### config.mk
export PLATFORM = sky130hd
export DESIGN_NAME = exception_controller
export DESIGN_NICKNAME = d
export VERILOG_FILES = /design/src/rtl/exception_controller.sv
export SDC_FILE = /design/constraint.sdc
export NUM_CORES = 1
export LEC_CHECK = 0
export CAP_MARGIN = 25
export CELL_PAD_IN_SITES_DETAIL_PLACEMENT = 2
export CELL_PAD_IN_SITES_GLOBAL_PLACEMENT = 2
export CORE_ASPECT_RATIO = 0.7
export CORE_UTILIZATION = 28
export DETAILED_ROUTE_END_ITERATION = 12
export PLACE_DENSITY_LB_ADDON = 0.1
export SKIP_CTS_REPAIR_TIMING = 1
export SYNTH_ARGS = -nofsm -noshare
export SYNTH_HDL_FRONTEND = slang
export SYNTH_HIERARCHICAL = 1
export SYNTH_SLANG_ARGS = --single-unit
### constraint.sdc
create_clock -name clk -period 4.5 [get_ports clk]
set_clock_uncertainty 0.1 [all_clocks]
set_input_delay 1.35 -clock clk [delete_from_list [all_inputs] [get_ports clk]]
set_output_delay 1.35 -clock clk [all_outputs]
set_load 0.03 [all_outputs]
### src/rtl/exception_controller.sv
// exception_controller
//   Multi-source exception/interrupt controller for the single-cycle LEGv8
//   core. Latches rising edges on N_IRQ device lines, arbitrates them against
//   the decoder's invalid-opcode flag, holds one request until the datapath
//   takes it, and blocks further requests until the handler returns (ERET).
//
// Ports
//   clk          in   system clock, rising edge
//   reset        in   asynchronous, active-low
//   irq_in       in   [N_IRQ] device level lines (synchronous to clk)
//   irq_mask     in   [N_IRQ] 1 = channel enabled
//   illegal_op   in   decoder: current instruction is undefined
//   eret         in   decoder: current instruction is ERET
//   exc_ack      in   datapath has taken the exception
//   exc          out  exception request to datapath
//   estatus      out  [ESTATUS_W] cause code, held through service
//   irq_ack      out  [N_IRQ] one-hot acknowledge to the granted device
//   pending      out  [N_IRQ] latched pending channels
//   in_service   out  handler running
//   irq_overrun  out  [N_IRQ] sticky: edge seen while already pending
//   double_fault out  sticky: illegal_op while in service

// Per-channel edge latch: pending/overrun state for one interrupt line.
module exception_controller_lane (
  input  logic clk,
  input  logic reset,
  input  logic i_irq,
  input  logic i_ack,
  output logic o_pending,
  output logic o_overrun
);
  logic r_prev, r_pend, r_ovr;
  logic w_rise;

  assign w_rise    = i_irq & ~r_prev;
  assign o_pending = r_pend;
  assign o_overrun = r_ovr;

  always_ff @(posedge clk or negedge reset) begin
    if (!reset) begin
      r_prev <= 1'b0;
      r_pend <= 1'b0;
      r_ovr  <= 1'b0;
    end else begin
      r_prev <= i_irq;
      // a new edge on the ack cycle keeps the channel pending
      r_pend <= w_rise | (r_pend & ~i_ack);
      if (w_rise && r_pend) r_ovr <= 1'b1;
    end
  end
endmodule

module exception_controller #(
  parameter int                   N_IRQ         = 4,
  parameter int                   ESTATUS_W     = 4,
  parameter logic [ESTATUS_W-1:0] INVOP_CODE    = 4'h2,
  parameter logic [ESTATUS_W-1:0] IRQ_CODE_BASE = 4'h8
) (
  input  logic                 clk,
  input  logic                 reset,
  input  logic [N_IRQ-1:0]     irq_in,
  input  logic [N_IRQ-1:0]     irq_mask,
  input  logic                 illegal_op,
  input  logic                 eret,
  input  logic                 exc_ack,
  output logic                 exc,
  output logic [ESTATUS_W-1:0] estatus,
  output logic [N_IRQ-1:0]     irq_ack,
  output logic [N_IRQ-1:0]     pending,
  output logic                 in_service,
  output logic [N_IRQ-1:0]     irq_overrun,
  output logic                 double_fault
);
  localparam int IDX_W = (N_IRQ > 1) ? $clog2(N_IRQ) : 1;

  localparam logic [1:0] S_IDLE    = 2'd0;
  localparam logic [1:0] S_REQ     = 2'd1;
  localparam logic [1:0] S_SERVICE = 2'd2;

  logic [1:0]           r_state;
  logic                 r_gnt_irq;   // 0 = invalid-opcode grant
  logic [IDX_W-1:0]     r_gnt_idx;
  logic [ESTATUS_W-1:0] r_estatus;
  logic                 r_double_fault;

  logic [N_IRQ-1:0]     w_elig;
  logic [N_IRQ-1:0]     w_ack;
  logic [IDX_W-1:0]     w_sel;

  exception_controller_lane u_lane [N_IRQ-1:0] (
    .clk       (clk),
    .reset     (reset),
    .i_irq     (irq_in),
    .i_ack     (w_ack),
    .o_pending (pending),
    .o_overrun (irq_overrun)
  );

  assign w_elig = pending & irq_mask;

  // lowest eligible index wins; scanning downward lets it overwrite last
  always_comb begin
    w_sel = '0;
    for (int k = N_IRQ-1; k >= 0; k--)
      if (w_elig[k]) w_sel = IDX_W'(k);
  end

  // combinational ack: only on the exc_ack cycle of an IRQ grant
  assign w_ack = (exc_ack && (r_state == S_REQ) && r_gnt_irq)
               ? (N_IRQ'(1) << r_gnt_idx) : '0;

  assign irq_ack      = w_ack;
  assign exc          = (r_state == S_REQ);
  assign in_service   = (r_state == S_SERVICE);
  assign estatus      = r_estatus;
  assign double_fault = r_double_fault;

  always_ff @(posedge clk or negedge reset) begin
    if (!reset) begin
      r_state        <= S_IDLE;
      r_gnt_irq      <= 1'b0;
      r_gnt_idx      <= '0;
      r_estatus      <= '0;
      r_double_fault <= 1'b0;
    end else begin
      case (r_state)
        S_IDLE: begin
          if (illegal_op) begin
            r_state   <= S_REQ;
            r_gnt_irq <= 1'b0;
            r_estatus <= INVOP_CODE;
          end else if (|w_elig) begin
            r_state   <= S_REQ;
            r_gnt_irq <= 1'b1;
            r_gnt_idx <= w_sel;
            r_estatus <= IRQ_CODE_BASE + ESTATUS_W'(w_sel);
          end
        end
        // request is frozen: no re-arbitration, mask/illegal_op/eret ignored
        S_REQ: begin
          if (exc_ack) r_state <= S_SERVICE;
        end
        S_SERVICE: begin
          if (illegal_op) r_double_fault <= 1'b1;
          if (eret)       r_state        <= S_IDLE;
        end
        default: r_state <= S_IDLE;
      endcase
    end
  end
endmodule
==> key figures <==
Outcome
  • Status: complete, no violations

Critical path
  • Arrival @ worst endpoint: 2990 ps
  • Register-to-Register Setup Slack: 2990 ps
  • CP Launch Type: input pin
  • Reg2reg path depth: 4
  • Crit path max fanout: 5
  • Reg-to-reg endpoint: u_lane[0]/o_pending
  • WP data required: 3050 ps
  • Critical path class: in -> out
  • Reg2reg start: r_state[1]
  • Nature of the critical path endpoint: output port

Power and ir drop
  • Sw Ratio: 0.410
  • Clock Power Share: 0.162
  • Sequential power share: 0.395
  • Net Switching: 294 uW
  • Comb pwr share: 0.443
  • Worst VDD drop: 0.221 mV
  • Power Total: 716 uW
  • Pleak: 0.586 nW
  • Power Internal: 422 uW
  • PD cells: 566 mW/mm^2

Timing
  • Fmax: 225 MHz
  • Final Hold Vio Count: 0
  • RSZ-0062 raised after global routing: false
  • Final Setup Violations: 0
  • Slew headroom: 0.375
  • Final min period: 4440 ps
  • Final Max Tran Viols: 0
  • Setup TNS: 0 ps
  • Ratio of final minimum period to clock period: 0.986
  • Least-Margin Pin Slew: 934 ps

Clock tree
  • Clock Sinks: 20
  • H-tree Lvls: 1
  • CTS tree: done
  • Maximum clock path buffer count: 2
  • Clock transition at path regs: 70 ps
  • Root Buffer: clkbuf_8
  • Worst-Skew Late Latency: 250 ps
  • Num CTS Buffers: 3

Route
  • Antenna Nets Post-Route: 0
  • DRC: 0
  • Via-to-Cell Ratio: 4.94
  • DRT Wirelength: 2270 um
  • Vias: 716
  • DRT iter0 DRCs: 41
  • Pre-antenna DRT Iters: 4
  • Wire length per cell: 15.6 um

Logic synthesis
  • Synthesized Nets: 91
  • Synth warnings: 6
  • Main area contributors after synthesis: dfrtp_1 (56%), inv_1 (5.9%), o31ai_2 (5.6%), nand2_1 (2.9%), o22ai_1 (2.8%)
  • Yosys reg bits: 20
  • Syn Area/Cell: 11.4 sq um
  • Cells after Synth: 78
  • Area share of the largest cell type after synthesis: 0.562
  • Seq/Total Area, Yosys: 0.562
  • Cell Area, Synth: 891 sq um
  • Yosys cell types: 27
  • Cell taking the most area after synthesis: dfrtp_1

Min path
  • Hold crit path type: reg -> reg
  • Hold Path End: double_fault
  • WHS Path Cells: 1
  • Worst hold start: double_fault

Global routing
  • Gr usage total: 0.151
  • Largest net degree at the start of global routing: 21
  • GR Layer Usage met3: 0.0558
  • Grt ovf: 0
  • Global-route wire length before repair: 3960 um
  • Vias in the first global route: 793
  • Met2 Usage GRT: 0.235
  • Routing usage on met1: 0.206
  • Grt peak-use layer: met2
  • Initial antenna violation count: 0

Floorplan
  • Core footprint: 0.00290 sq mm
  • Initial Util: 0.307
  • Die area: 0.00341 sq mm
  • Chip width: 69.4 um
  • Rows: 16
  • Die Ht: 49.2 um
  • # IOs: 32

Layout
  • Fillers: 307
  • Syn-to-layout area delta: 42.0%
  • Commonest non-fill, non-tap cell in the layout: clkdlybuf4s50_1
  • Nets: 124
  • Layout cells sized above 1: 0.119
  • Most used cells in the layout excluding fill and tap cells: clkdlybuf4s50_1 (29), dfrtp_1 (20), inv_1 (14)
  • Antenna cells: 0

Place
  • GP Congestion: 0.674
  • Hpwl dp: 1790 um
  • Port bufs: 30

Run
  • Max cap viols: 0
[cells by family after synthesis]
family / Yosys count / synth area share
AO/OA/AOI/OAI: 22 / 0.201
other: 1 / 0.00421
flip-flops: 20 / 0.562
buffers and inverters: 16 / 0.0758
AND/OR/NAND/NOR: 19 / 0.157
[sequential cells by signal (all words and copies together) (netlist names)]
name / flops
r_gnt_idx: 2
r_state: 2
estatus: 3
u_lane/r_prev: 4
u_lane/o_pending: 4
double_fault: 1
u_lane/o_overrun: 4
[metrics by stage]
stage | instance area [sq um] | setup slack [ps] | std cells | hold WS (ps) | utilization
finish | 1260 | 63.7 | 145 | 360 | 0.436
global route | 1260 | 9.74 | 145 | 388 | 0.436
CTS | 1260 | 68.3 | 145 | 368 | 0.435
detailed placement | 1220 | 89.8 | 142 | 351 | 0.421
global placement | 1220 | 74.4 | 142 | 338 | 0.421
floorplan | 891 | 946 | 78 | 345 | -
[cell usage after synthesis, drive strengths merged]
cell and n:
nor3 3, buf 2, a211oi 1, and2b 1, inv 14, o31ai 4, a32o 1, a2bb2oi 1
o311ai 1, nand3 1, nand4 1, nand3b 1, o22a 1, o21ai 1, nor4b 1, dfrtp 20
a21bo 1, nor2b 1, o22ai 4, nand2 7, conb 1, nor3b 1, a21oi 4, nor2 2
a21o 1, a22o 2
[critical path, cell delays in order]
cell	delay [ps]
clkdlybuf4s50_1	560
nor4b_2	340
clkdlybuf4s50_1	740
[how the worst max path moves through the flow]
stage                       start          to  slack, ps  cells past startpoint
after floorplan           exc_ack  irq_ack[2]        950                      2
after global placement    exc_ack  irq_ack[0]         70                      3
after detailed placement  exc_ack  irq_ack[0]         90                      3
after CTS                 exc_ack  irq_ack[0]         70                      3
after global routing      exc_ack  irq_ack[0]         10                      3
final                     exc_ack  irq_ack[0]         60                      3
[power by group through the flow]
stage | sequential [mW] | combinational (mW) | clock, mW
3_3_place_gp | 0.286 | 0.313 | 0
4_1_cts | 0.285 | 0.321 | 0.120
3_5_place_dp | 0.288 | 0.317 | 0
6_report | 0.283 | 0.318 | 0.116
5_1_grt | 0.296 | 0.341 | 0.130
2_1_floorplan | 0.321 | 0.156 | 0
[per-layer routing]
metal,share of wire,vias to the layer above
li1,-,332
met1,0.47,357
met2,0.45,25
met3,0.076,2
met4,0.0018,0
met5,0,-
[layout make-up]
class,count,area (sq um),share of cell area
clock buffer,3,41.3,0.0326
inverter,14,52.6,0.0415
multi-input combinational,42,323,0.255
sequential,20,500,0.396
tap,36,45.0,0.0356
timing repair buffer,30,303,0.239
Power figures use the tool's default switching activity.
